[config.mk]
export PLATFORM = sky130hd
export DESIGN_NAME = sat_delay_ascii_parser
export DESIGN_NICKNAME = d
export VERILOG_FILES = /design/src/rtl/sat_delay_ascii_parser.sv
export SDC_FILE = /design/constraint.sdc
export NUM_CORES = 1
export LEC_CHECK = 0
export ABC_AREA = 0
export BUFFER_PORTS_ARGS = -buffer_cell sky130_fd_sc_hd__buf_2
export CAP_MARGIN = 15
export CORE_ASPECT_RATIO = 0.6
export CORE_UTILIZATION = 35
export DETAILED_ROUTE_END_ITERATION = 10
export GPL_ROUTABILITY_DRIVEN = 0
export HOLD_SLACK_MARGIN = 0.05
export SLEW_MARGIN = 20
export SYNTH_ARGS = -nofsm -noshare
export SYNTH_HDL_FRONTEND = slang
export SYNTH_SLANG_ARGS = --single-unit
[constraint.sdc]
create_clock -name clk -period 7.7 [get_ports clk]
set_clock_uncertainty 0.2 [all_clocks]
set_input_delay 1.54 -clock clk [delete_from_list [all_inputs] [get_ports clk]]
set_output_delay 1.54 -clock clk [all_outputs]
set_load 0.02 [all_outputs]
[src/rtl/sat_delay_ascii_parser.sv]
// sat_delay_ascii_parser: parses an ASCII decimal ms field into a 16.16 delay; build with SATDLY_RANGE_CHECK_EN to reject values outside MIN_MS..MAX_MS
module sat_delay_ascii_parser #(
  parameter int FRAC_DIGITS = 3,
  parameter int MIN_MS      = 100,
  parameter int MAX_MS      = 150
) (
  input  logic        clk,
  input  logic        rst_n,
  input  logic        field_start,
  input  logic [7:0]  uart_rx_data,
  input  logic        uart_rx_valid,
  output logic [31:0] delay_value,
  output logic        delay_valid,
  output logic        parse_error,
  output logic        busy
);
  typedef enum logic [1:0] {IDLE, INT, FRAC, CONV} state_t;
  localparam logic [1:0] FD = 2'(FRAC_DIGITS);
  state_t      state;
  logic [15:0] int_acc;
  logic [9:0]  frac_acc;
  logic [1:0]  frac_cnt;
  logic        err, has_int;
  logic [3:0]  d;
  logic        is_digit, is_dot, is_term, range_bad, bad;
  logic [20:0] int_nxt;
  logic [9:0]  frac_nxt, f_ms;
  logic [26:0] prod;
  logic [16:0] frac_q;
  logic [15:0] frac16;
  assign d        = uart_rx_data[3:0];
  assign is_digit = uart_rx_data >= 8'h30 && uart_rx_data <= 8'h39;
  assign is_dot   = uart_rx_data == 8'h2e;
  assign is_term  = uart_rx_data == 8'h0d || uart_rx_data == 8'h0a;
  assign int_nxt  = ({5'b0, int_acc} << 3) + ({5'b0, int_acc} << 1) + {17'b0, d};
  assign frac_nxt = (frac_acc << 3) + (frac_acc << 1) + {6'b0, d};
  // Normalise the kept fractional digits to thousandths before scaling to 1/65536
  assign f_ms     = frac_cnt == 2'd0 ? 10'd0 :
                    frac_cnt == 2'd1 ? frac_acc * 10'd100 :
                    frac_cnt == 2'd2 ? frac_acc * 10'd10 : frac_acc;
  assign prod     = 27'(f_ms) * 27'd67109;
  assign frac_q   = 17'(prod >> 10);
  assign frac16   = frac_q[16] ? 16'hFFFF : frac_q[15:0];
`ifdef SATDLY_RANGE_CHECK_EN
  assign range_bad = int_acc < 16'(MIN_MS) || int_acc > 16'(MAX_MS) ||
                     (int_acc == 16'(MAX_MS) && f_ms != 10'd0);
`else
  assign range_bad = 1'b0;
`endif
  assign bad  = err || !has_int || range_bad;
  assign busy = state != IDLE;
  always_ff @(posedge clk) begin
    if (!rst_n) begin
      state       <= IDLE;
      int_acc     <= '0;
      frac_acc    <= '0;
      frac_cnt    <= '0;
      err         <= 1'b0;
      has_int     <= 1'b0;
      delay_value <= '0;
      delay_valid <= 1'b0;
      parse_error <= 1'b0;
    end else begin
      delay_valid <= 1'b0;
      parse_error <= 1'b0;
      if (state == CONV) begin
        if (bad) parse_error <= 1'b1;
        else begin
          delay_value <= {int_acc, frac16};
          delay_valid <= 1'b1;
        end
      end
      if (field_start) begin
        state    <= INT;
        int_acc  <= '0;
        frac_acc <= '0;
        frac_cnt <= '0;
        err      <= 1'b0;
        has_int  <= 1'b0;
      end else if (state == CONV) begin
        state <= IDLE;
      end else if (state != IDLE && uart_rx_valid) begin
        if (is_term) state <= CONV;
        else if (err) state <= state;
        else if (state == INT) begin
          if (is_digit) begin
            has_int <= 1'b1;
            if (int_nxt > 21'd65535) err <= 1'b1;
            else int_acc <= int_nxt[15:0];
          end else if (is_dot) begin
            state <= FRAC;
            err   <= !has_int;
          end else err <= 1'b1;
        end else if (is_digit) begin
          if (frac_cnt < FD) begin
            frac_acc <= frac_nxt;
            frac_cnt <= frac_cnt + 2'd1;
          end
        end else err <= 1'b1;
      end
    end
  end
endmodule

==> metrics.md, run 1 <==
| Metric | Value |
|---|---|
| Outcome | complete, no violations |
| Post-Synthesis Cell Area | between 0.006 and 0.007 mm^2 |
| Peak supply drop | 0.118 mV |
| Mean Syn Cell Area | 8.63 um^2 |
| Tightest slew margin relative to the limit | 38.7% |
| Number of top-level pins | between 40 and 50 |
| Number of instances in the synthesized netlist | approximately 800 |
| Required time at the worst-slack endpoint | 7710 ps |
| Wire per inst | between 15 and 20 um |
| Path type of the worst min-delay path | flop to flop |
| FF/Latch Area | 0.00132 mm^2 |
| Antenna violations before repair | 0 |
| Net count reported at finish | slightly below 1000 |
| Leading area contributor after synthesis | sky130_fd_sc_hd__ha_1 |
| Number of sinks on the clock net | 66 |
| Initial core utilization | a little over a third |
| Share of synthesized area occupied by flip-flops and latches | 19.6% |
| Number of warnings issued by yosys | 0 |
| Count of flip-flops with a built-in enable after synthesis | 0 |
| Row count | 38 |
| Placeable core region | approximately 0.018 mm^2 |
| Period utilisation layout | 93.2% |
| Total length of routed met3 wires | 1.16 mm |
| Hold violation count in the final report | 0 |
| Chip Width | 181 um |
| Multi-input gate area in the final layout | between 0.005 and 0.006 mm^2 |
| M1 wire length | 10.4 mm |
| Routed wl met2 | 5.99 mm |
| CTS Root Cell | sky130_fd_sc_hd__clkbuf_16 |
| Number of global-route vias before repair | 5117 |
| Highest clock frequency the design can meet | 139 MHz |
| CTS buffer count | 9 |
| Area growth, synth to finish | 11.4% |
| CP endpoint kind | flop |
| Worst reg2reg setup slack | between 500 and 600 ps |
| Wire length of the first global-routing pass | 28.7 mm |
| Setup-violating endpoint count in the final report | 0 |
| Number of synthesized register bits | 66 |
| Min Clock Period, post-route | between 7000 and 8000 ps |
| Non-filler instance count after layout | 1062 |
| Total wirelength of the detailed-routed design | 17.6 mm |
| Number of hold-repair buffers added at the cts stage | 0 |
| Worst-path fanout max | 14 |
| Total global-route track usage | 18.5% |
| Remaining routing DRC violations | 0 |
| Clock Path Buffers | 2 |
| RSZ-0062 raised after global routing | no |
| TritonRoute pass-1 iters | 7 |
| Pwr Total | 0.800 mW |
| Portion of synthesized cell area occupied by the leading cell type | 26.0% |
| Critical path type | flop to flop |
| Aggregate negative setup slack | 0 ps |
| CP Data Arrival Time | between 7000 and 8000 ps |
| Most used flip-flop cell after synthesis | sky130_fd_sc_hd__dfxtp_1 |
| Count of distinct cell types in the synthesized netlist | 70 |
| Grt ovf | 0 |
| Total nets after synthesis | ~950 |
| Total number of H-tree levels | 3 |
| Worst Max-Slew Pin Slew | 920 ps |
| Maximum number of pins on one net before global-route repair | 39 |
| Number of buffers inserted by port buffering | 46 |
| Height of the die | 109 um |
| Proportion of layout cells with a drive suffix above 1 | 10.6% |
| Number of pins with negative max-slew slack in the final report | 0 |
| Clock slew at reported path FFs | 60 ps |
| Vias after detailed routing | 5609 |
| Placed cells | 1046 |
| Clock latency at the later pin of the worst-skew pair | 340 ps |
| FILL cells | 1871 |
| Resize count post-CTS | 0 |
| CTS tree | yes |
| Antenna fix cells | 0 |
| Synth async-reset ratio | 0% |
| HPWL Detailed | 13.7 mm |
| Power density normalized to cell area | 107 mW/mm^2 |
| Number of DRC markers in iteration 0 | 454 |
| Startpoint type of the worst setup path | flop |
| Die Area | 0.0198 mm^2 |
| Number of max-cap violations | 0 |
| Static leakage | 3.99 nW |
| Vias/cell | 5.28 |
| Biggest area contributors in the synthesized netlist | sky130_fd_sc_hd__ha_1 (26%), sky130_fd_sc_hd__dfxtp_1 (20%), sky130_fd_sc_hd__fa_1 (6.5%), sky130_fd_sc_hd__nand2_1 (4.5%), sky130_fd_sc_hd__a21oi_1 (3.9%) |
| Number of antenna-violating nets in the routed design | 0 |
| Uppermost layer routed | met4 |
| Post-CTS setup buffers | 0 |
-- sequential cells by signal, summed over array words and instances, names as in the netlist --
signal	cells
state	2
int_acc	16
has_int	1
frac_cnt	2
frac_acc	10
parse_error	1
err	1
delay_value	32
delay_valid	1
-- worst max-delay path: stages, from the launching register on --
cell and delay (ps):
sky130_fd_sc_hd__dfxtp_1 500, sky130_fd_sc_hd__ha_1 290, sky130_fd_sc_hd__ha_1 310, sky130_fd_sc_hd__fa_1 470, sky130_fd_sc_hd__ha_1 330, sky130_fd_sc_hd__xor2_1 170, sky130_fd_sc_hd__nand2_1 60, sky130_fd_sc_hd__o21ai_0 100
sky130_fd_sc_hd__o31ai_1 440, sky130_fd_sc_hd__inv_1 260, sky130_fd_sc_hd__ha_1 340, sky130_fd_sc_hd__inv_1 50, sky130_fd_sc_hd__fa_1 510, sky130_fd_sc_hd__inv_1 60, sky130_fd_sc_hd__fa_1 440, sky130_fd_sc_hd__fa_1 450
sky130_fd_sc_hd__ha_1 320, sky130_fd_sc_hd__a211o_1 330, sky130_fd_sc_hd__a311oi_1 230, sky130_fd_sc_hd__nand3b_1 220, sky130_fd_sc_hd__a31oi_1 210, sky130_fd_sc_hd__o311a_1 370, sky130_fd_sc_hd__nor2_2 90, sky130_fd_sc_hd__buf_4 210
sky130_fd_sc_hd__a21oi_1 90
-- synthesized netlist by cell type (15+ instances only) --
library cell               number
sky130_fd_sc_hd__a21boi_0      16
sky130_fd_sc_hd__ha_1         140
sky130_fd_sc_hd__a21oi_1       52
sky130_fd_sc_hd__mux2i_1       23
sky130_fd_sc_hd__xnor2_1       20
sky130_fd_sc_hd__o21ai_0       36
sky130_fd_sc_hd__nand2_1       81
sky130_fd_sc_hd__inv_1         59
sky130_fd_sc_hd__dfxtp_1       66
sky130_fd_sc_hd__nor3_1        15
sky130_fd_sc_hd__nor2_1        46
sky130_fd_sc_hd__fa_1          22
-- kinds of logic after synthesis --
family                     share of synthesized area (%)
adders and majority gates                           32.6
buffers and inverters                               5.13
xor gates and xnor gates                            4.43
and+or+nand+nor                                     16.2
AOI/OAI and AO/OA                                   18.0
muxes                                               3.98
DFF                                                 19.6
-- area by class of cell --
type	instances	area share [%]
Sequential cell	66	17.6
Inverter	61	3.05
Tap cell	240	4.01
Clock buffer	9	3.00
Timing Repair Buffer	52	3.67
Clock inverter	7	1.02
Multi-Input combinational cell	627	67.6
-- where the power goes --
group	internal (mW)	switching, mW
Clock	0.253	0.180
Sequential	0.342	0.000832
Combinational	0.00844	0.0159
-- metrics by stage --
stage	utilization (%)	instance area (um^2)	worst slack, ps	hold slack (ps)
6_report	40.6	7500	521	260
5_1_grt	40.6	7500	161	277
4_1_cts	40.6	7500	577	265
3_5_place_dp	39.0	7190	637	257
3_3_place_gp	39.0	7190	700	251
2_1_floorplan	-	6730	1140	240
-- per-layer routing --
layer  up-vias  track usage [%]
met3         8             4.21
met2       162             23.0
met1      2571             30.9
met4         0             2.54
li1       2868                -
met5         -                0
-- final timing paths --
check | endpoint | cells past startpoint | from
max | delay_value[11]$_SDFFE_PN0P_ | 24 | frac_acc[2]$_SDFFE_PP0P_
min | delay_value[23]$_SDFFE_PN0P_ | 2 | delay_value[23]$_SDFFE_PN0P_
max reg2reg | delay_value[11]$_SDFFE_PN0P_ | 24 | frac_acc[2]$_SDFFE_PP0P_
min reg2reg | delay_value[23]$_SDFFE_PN0P_ | 2 | delay_value[23]$_SDFFE_PN0P_
-- layout by cell type (no fill, tap or decap), types with 10 or more instances in the layout --
master / n
sky130_fd_sc_hd__nor2_1: 46
sky130_fd_sc_hd__o21ai_0: 36
sky130_fd_sc_hd__xnor2_1: 20
sky130_fd_sc_hd__nand3_1: 14
sky130_fd_sc_hd__fa_1: 22
sky130_fd_sc_hd__ha_1: 140
sky130_fd_sc_hd__nand2_1: 81
sky130_fd_sc_hd__nor3_1: 14
sky130_fd_sc_hd__mux2i_1: 23
sky130_fd_sc_hd__buf_2: 46
sky130_fd_sc_hd__a21o_1: 10
sky130_fd_sc_hd__dfxtp_1: 66
sky130_fd_sc_hd__a21oi_1: 52
sky130_fd_sc_hd__inv_1: 59
sky130_fd_sc_hd__xor2_1: 14
sky130_fd_sc_hd__a21boi_0: 16
No activity file was read; power rests on OpenSTA's default activity.
==> run 2: changes to the inputs <==
--- a/config.mk
+++ b/config.mk
@@ -13,6 +13,7 @@
 export DETAILED_ROUTE_END_ITERATION = 10
 export GPL_ROUTABILITY_DRIVEN = 0
 export HOLD_SLACK_MARGIN = 0.05
+export REMOVE_ABC_BUFFERS = 1
 export SLEW_MARGIN = 20
 export SYNTH_ARGS = -nofsm -noshare
 export SYNTH_HDL_FRONTEND = slang
==> metrics.md, run 2 (same netlist as run 1, synthesis figures left out) <==
| Metric | Value |
|---|---|
| Hold violation count in the final report | 0 (unchanged) |
| Row count | 38 (unchanged) |
| Grt ovf | 0 (unchanged) |
| Core Util, Final | 40.5% (-0.13 points) |
| Flip-flop count of the largest register after layout | 32 (unchanged) |
| Tightest slew margin relative to the limit | 34.7% (-4.0 points) |
| Vias/cell | 5.25 (-0.66%) |
| Antenna fix cells | 0 (unchanged) |
| Aggregate negative setup slack | 0 ps (unchanged) |
| Vias after detailed routing | 5572 (-0.66%) |
| Worst Setup SP | frac_acc[3]$_SDFFE_PP0P_ |
| Remaining routing DRC violations | 0 (unchanged) |
| Startpoint type of the worst setup path | flop |
| Number of sinks on the clock net | 66 (unchanged) |
| Initial core utilization | 36.5% (unchanged) |
| Number of max-cap violations | 0 (unchanged) |
| Uppermost layer routed | met4 |
| Height of the die | 109 um (unchanged) |
| Highest clock frequency the design can meet | 141 MHz (+1.0%) |
| Highest-count cells in the layout ignoring fill and taps | sky130_fd_sc_hd__ha_1 (140), sky130_fd_sc_hd__nand2_1 (81), sky130_fd_sc_hd__dfxtp_1 (66) |
| Worst flop-to-flop path startpoint | frac_acc[3]$_SDFFE_PP0P_ |
| Register name with the most flops | delay_value |
| CP Data Arrival Time | 7180 ps (about the same) |
| Net count reported at finish | 991 (unchanged) |
| Total wirelength of the detailed-routed design | 16.7 mm (-5.3%) |
| Number of DRC markers in iteration 0 | 331 (-27%) |
| Total length of routed met3 wires | 1.07 mm (-8.3%) |
| Capture point of the worst reg-to-reg path | delay_value[13]$_SDFFE_PN0P_ |
| CTS buffer count | 9 (unchanged) |
| Die Area | 0.0198 mm^2 (unchanged) |
| Total global-route track usage | 17.9% (-0.59 points) |
| Required time at the worst-slack endpoint | 7780 ps (+70 ps) |
| Power density normalized to cell area | 101 mW/mm^2 (-5.4%) |
| Setup-violating endpoint count in the final report | 0 (unchanged) |
| Maximum number of pins on one net before global-route repair | 39 (unchanged) |
| CP endpoint kind | flop |
| CTS Root Cell | sky130_fd_sc_hd__clkbuf_16 |
| Clock latency at the later pin of the worst-skew pair | 350 ps (about the same) |
| M1 wire length | 9.78 mm (-5.8%) |
| FILL cells | 1941 (+3.7%) |
| Proportion of layout cells with a drive suffix above 1 | 10.6% (unchanged) |
| TritonRoute pass-1 iters | 4 (-3) |
| RSZ-0062 raised after global routing | no |
| Number of global-route vias before repair | 5154 (+0.72%) |
| Worst-path fanout max | 14 (unchanged) |
| Wire length of the first global-routing pass | 27.8 mm (-3.2%) |
| Depth of the worst register-to-register path | 26 (+8.3%) |
| Total number of H-tree levels | 3 (unchanged) |
| Least setup slack across all paths after layout | 594 ps (+72.7 ps) |
| Placed cell area | 0.00719 mm^2 (unchanged) |
| Clock Path Buffers | 2 (unchanged) |
| Worst reg2reg setup slack | 590 ps (+70 ps) |
| Critical path type | flop to flop |
| Placeable core region | 0.0184 mm^2 (unchanged) |
| Wire per inst | 15.7 um (-5.3%) |
| Static leakage | 3.97 nW (-0.43%) |
| Peak supply drop | 0.0976 mV (-17%) |
| Clock slew at reported path FFs | 60 ps (about the same) |
| Crit path capture | delay_value[13]$_SDFFE_PN0P_ |
| Routed wl met2 | 5.73 mm (-4.4%) |
| Number of top-level pins | 47 (unchanged) |
| Path type of the worst min-delay path | flop to flop |
| Launch instance of the worst min-delay path | delay_value[21]$_SDFFE_PN0P_ |
| Pre-CTS worst setup slack | 482 ps (-155 ps) |
| CTS tree | yes |
| Min Clock Period, post-route | 7110 ps (-72.7 ps) |
| Pwr Total | 0.754 mW (-5.7%) |
| Period utilisation layout | 92.3% (-0.94 points) |
| Antenna violations before repair | 0 (unchanged) |
| Leading cell type in the layout, fill and taps excluded | sky130_fd_sc_hd__ha_1 |
| Number of antenna-violating nets in the routed design | 0 (unchanged) |
| Largest registers in the final layout | delay_value: 32 flops, int_acc: 16 flops, frac_acc: 10 flops |
| Outcome | complete, no violations |
| Number of buffers inserted by port buffering | 46 (unchanged) |
| Hold WS | 260 ps (-0.553 ps) |
| Final design area excluding fillers | 0.00747 mm^2 (-0.32%) |
| Area growth, synth to finish | 11.1% |
| HPWL Detailed | 13.3 mm (-2.8%) |
| Chip Width | 181 um (unchanged) |
| Placed cells | 1046 (unchanged) |
| Number of pins with negative max-slew slack in the final report | 0 (unchanged) |
| Non-filler instance count after layout | 1062 (unchanged) |
| Worst Max-Slew Pin Slew | 979 ps (+59.5 ps) |
==> run 2: worst min path at each step <==
stage | slack [ps] | cells after the start | end
5_1_grt | 290 | 2 | delay_value[22]$_SDFFE_PN0P_
6_report | 260 | 2 | delay_value[21]$_SDFFE_PN0P_
4_1_cts | 260 | 2 | delay_value[26]$_SDFFE_PN0P_
2_1_floorplan | 240 | 2 | has_int$_SDFFE_PP0P_
3_3_place_gp | 250 | 2 | delay_value[27]$_SDFFE_PN0P_
3_5_place_dp | 260 | 2 | delay_value[23]$_SDFFE_PN0P_
==> run 2: what timing repair did <==
item                                    4_1_cts  5_1_grt
hold buffers                                  0        0
endpoints found under the setup margin        0       15
hold endpoints to repair                      0        0
setup buffers                                 0        0
resized for setup                             0        1
==> run 2: routing by layer <==
layer	GRT usage, %	vias to the layer above
met5	0	-
met4	3.45	0
met3	3.48	10
met2	23.4	118
met1	29.1	2570
li1	-	2874
==> run 2: critical path: stages, from the launching register on <==
cell and delay (ps):
sky130_fd_sc_hd__dfxtp_1 500, sky130_fd_sc_hd__ha_1 300, sky130_fd_sc_hd__ha_1 310, sky130_fd_sc_hd__fa_1 470
sky130_fd_sc_hd__ha_1 330, sky130_fd_sc_hd__xor2_1 180, sky130_fd_sc_hd__nand2_1 60, sky130_fd_sc_hd__o21ai_0 120
sky130_fd_sc_hd__o31ai_2 360, sky130_fd_sc_hd__inv_1 220, sky130_fd_sc_hd__fa_1 570, sky130_fd_sc_hd__inv_1 50
sky130_fd_sc_hd__fa_1 520, sky130_fd_sc_hd__inv_1 50, sky130_fd_sc_hd__ha_1 270, sky130_fd_sc_hd__inv_1 50
sky130_fd_sc_hd__fa_1 500, sky130_fd_sc_hd__inv_1 40, sky130_fd_sc_hd__ha_1 350, sky130_fd_sc_hd__nand2_1 110
sky130_fd_sc_hd__nor3_1 150, sky130_fd_sc_hd__nand3b_1 170, sky130_fd_sc_hd__a31oi_1 460, sky130_fd_sc_hd__o311a_1 270
sky130_fd_sc_hd__nor2_2 40, sky130_fd_sc_hd__buf_4 220, sky130_fd_sc_hd__a21oi_1 150
==> run 2: where the power goes <==
part,internal (mW),switching (mW)
combinational,0.00864,0.0154
sequential,0.342,0.000905
clock,0.225,0.162
total,0.576,0.179
==> run 2: layout make-up <==
cell class	instances	area, um^2	share of cell area (%)
inverters	61	229	3.06
flip-flops and latches	66	1320	17.7
well taps	240	300	4.02
clock inverters	5	30.0	0.402
multi-input cells	627	5070	67.9
clock buffers	11	243	3.25
repair buffers	52	275	3.68
==> run 3: changes to the inputs <==
--- a/config.mk
+++ b/config.mk
@@ -12,6 +12,7 @@
 export CORE_UTILIZATION = 35
 export DETAILED_ROUTE_END_ITERATION = 10
 export GPL_ROUTABILITY_DRIVEN = 0
+export GPL_TIMING_DRIVEN = 0
 export HOLD_SLACK_MARGIN = 0.05
 export REMOVE_ABC_BUFFERS = 1
 export SLEW_MARGIN = 20
==> metrics.md, run 3 (same netlist as run 1, synthesis figures left out) <==
| Metric | Value |
|---|---|
| Proportion of layout cells with a drive suffix above 1 | 10.5% (-0.083 points) |
| Internal power | 0.640 mW (+11%) |
| Vias after detailed routing | 5545 (-0.48%) |
| Min Clock Period, post-route | 7220 ps (+118 ps) |
| Pwr Total | 0.816 mW (+8.1%) |
| Static leakage | 4.00 nW (+0.66%) |
| Slowest cell delay on critical path | 570 ps (about the same) |
| Clock power frac | 55.1% (+3.8 points) |
| Worst flop-to-flop path startpoint | frac_acc[2]$_SDFFE_PP0P_ |
| Multi-input gate area in the final layout | 0.00509 mm^2 (+0.32%) |
| Hold WS | 260 ps (+0.259 ps) |
| Leading cell type in the layout, fill and taps excluded | sky130_fd_sc_hd__ha_1 |
| Launch instance of the worst min-delay path | delay_value[26]$_SDFFE_PN0P_ |
| CTS buffer count | 9 (unchanged) |
| Number of top-level pins | 47 (unchanged) |
| Height of the die | 109 um (unchanged) |
| Core Util, Final | 40.8% (+0.34 points) |
| CP endpoint kind | flop |
| Placeable core region | 0.0184 mm^2 (unchanged) |
| Row count | 38 (unchanged) |
| Peak supply drop | 0.0914 mV (-6.4%) |
| Antenna fix cells | 0 (unchanged) |
| Slowest cell on crit path | sky130_fd_sc_hd__dfxtp_1 |
| Largest registers in the final layout | delay_value: 32 flops, int_acc: 16 flops, frac_acc: 10 flops |
| Vias/cell | 5.24 (-0.20%) |
| Total wirelength of the detailed-routed design | 16.3 mm (-2.4%) |
| Wire per inst | 15.4 um (-2.1%) |
| Outcome | complete, no violations |
| Number of antenna-violating nets in the routed design | 0 (unchanged) |
| Grt ovf | 0 (unchanged) |
| RSZ-0062 raised after global routing | no |
| Most Frequent Cell on Critical Path | sky130_fd_sc_hd__ha_1 |
| Critical path's top delay family | adder cells |
| Number of hold-repair buffers added at the cts stage | 0 (unchanged) |
| Highest clock frequency the design can meet | 138 MHz (-1.6%) |
| Register share of total power | 42.0% (-3.5 points) |
| TritonRoute pass-1 iters | 5 (+1) |
| Period utilisation layout | 93.8% (+1.5 points) |
| Setup-violating endpoint count in the final report | 0 (unchanged) |
| Number of global-route vias before repair | 5043 (-2.2%) |
| Worst-path fanout max | 14 (unchanged) |
| Worst Setup SP | frac_acc[2]$_SDFFE_PP0P_ |
| Initial core utilization | 36.5% (unchanged) |
| Required time at the worst-slack endpoint | 7720 ps (-60 ps) |
| Hold violation count in the final report | 0 (unchanged) |
| CTS Root Cell | sky130_fd_sc_hd__clkbuf_16 |
| Maximum number of pins on one net before global-route repair | 39 (unchanged) |
| Antenna violations before repair | 0 (unchanged) |
| Number of max-cap violations | 0 (unchanged) |
| Die Area | 0.0198 mm^2 (unchanged) |
| Fraction of power spent switching nets | 21.5% (-2.1 points) |
| CP Data Arrival Time | 7250 ps (+70 ps) |
| Crit path cell chain | ha_1, ha_1, fa_1, ha_1, xor2_1, nand2_1, o21ai_0, o31ai_2, inv_1, ha_1, inv_1, fa_1, inv_1, fa_1, fa_1, ha_1, a211o_1, a311oi_1, nand3b_1, a31oi_2, o311a_1, nor2_4, buf_12, a21oi_1 |
| Worst Max-Slew Pin Slew | 965 ps (-14.7 ps) |
| Number of DRC markers in iteration 0 | 353 (+6.6%) |
| Number of pins with negative max-slew slack in the final report | 0 (unchanged) |
| HPWL Detailed | 12.9 mm (-2.8%) |
| FF/Latch Area | 0.00132 mm^2 (unchanged) |
| Highest-count cells in the layout ignoring fill and taps | sky130_fd_sc_hd__ha_1 (140), sky130_fd_sc_hd__nand2_1 (81), sky130_fd_sc_hd__dfxtp_1 (66) |
| FILL cells | 1896 (-2.3%) |
| Comb power frac | 2.8% (-0.4 points) |
| Number of buffers inserted by port buffering | 46 (unchanged) |
| Register name with the most flops | delay_value |
| Flip-flop count of the largest register after layout | 32 (unchanged) |
| Clock slew at reported path FFs | 60 ps (about the same) |
| Wire length of the first global-routing pass | 27.0 mm (-2.8%) |
| Total number of H-tree levels | 3 (unchanged) |
| Sw power | 0.176 mW (-1.6%) |
| Clock latency at the later pin of the worst-skew pair | 340 ps (about the same) |
| Startpoint type of the worst setup path | flop |
| Path type of the worst min-delay path | flop to flop |
| CTS tree | yes |
| Power density normalized to cell area | 108 mW/mm^2 (+7.3%) |
| Number of sinks on the clock net | 66 (unchanged) |
| Chip Width | 181 um (unchanged) |
| Area growth, synth to finish | 12.0% |
| Tightest slew margin relative to the limit | 35.2% (+0.48 points) |
| Clock Path Buffers | 2 (unchanged) |
| Critical path buffers and inverters | 4 (-2) |
| Net count reported at finish | 989 (-0.20%) |
| Total global-route track usage | 17.3% (-0.66 points) |
| Critical path type | flop to flop |
| Remaining routing DRC violations | 0 (unchanged) |
[run 3: changes by cell type in the layout (fill, tap and decap cells not counted), sizes merged]
cell / change
buf: -2
bufinv: +2
clkinvlp: -2
clkbuf: -1
[run 3: worst min-delay path: stages (launching register included)]
cell and delay [ps]:
sky130_fd_sc_hd__dfxtp_1 300, sky130_fd_sc_hd__nand2_1 40, sky130_fd_sc_hd__a21boi_0 60
[run 3: power groups by stage]
| stage | clock, mW | sequential, mW | combinational, mW |
|---|---|---|---|
| after floorplan | 0 | 0.350 | 0.0112 |
| after detailed placement | 0 | 0.350 | 0.0235 |
| after global routing | 0.480 | 0.343 | 0.0262 |
| after CTS | 0.464 | 0.343 | 0.0235 |
| final | 0.450 | 0.343 | 0.0232 |
| after global placement | 0 | 0.350 | 0.0227 |
[run 3: cell type report]
type,count,share of cell area (%)
timing repair buffer,50,3.67
clock buffer,10,3.17
sequential,66,17.5
inverter,61,3.04
multi-input combinational,627,67.6
clock inverter,5,1.05
tap,240,3.99
[run 3: routing by layer]
metal / up-vias / track usage (%) / routed length [um]
li1: 2870 / - / -
met1: 2544 / 28.2 / 9680
met2: 123 / 22.4 / 5680
met3: 8 / 3.35 / 835
met4: 0 / 3.09 / 87
met5: - / 0 / 0
[run 3: through the flow]
stage | TNS, ps | std cells | worst slack, ps | instance area [um^2]
global placement | 0 | 1040 | 36.9 | 7140
detailed placement | -122 | 1043 | -26.3 | 7180
global route | 0 | 1059 | 135 | 7530
CTS | 0 | 1058 | 147 | 7500
floorplan | 0 | 754 | 1100 | 6610
finish | 0 | 1059 | 476 | 7530
[run 3: repair_timing]
action,CTS,global route
setup buffers,0,1
setup endpoints to repair,14,16
pin swaps,0,1
gates cloned,0,0
resized for setup,1,2
[run 3: path summary, 6_finish.rpt]
kind	cells after the start	end	slack, ps
setup / recovery	24	delay_value[3]$_SDFFE_PN0P_	480
hold reg to reg	2	delay_value[26]$_SDFFE_PN0P_	260
setup reg to reg	24	delay_value[3]$_SDFFE_PN0P_	480
hold / removal	2	delay_value[26]$_SDFFE_PN0P_	260
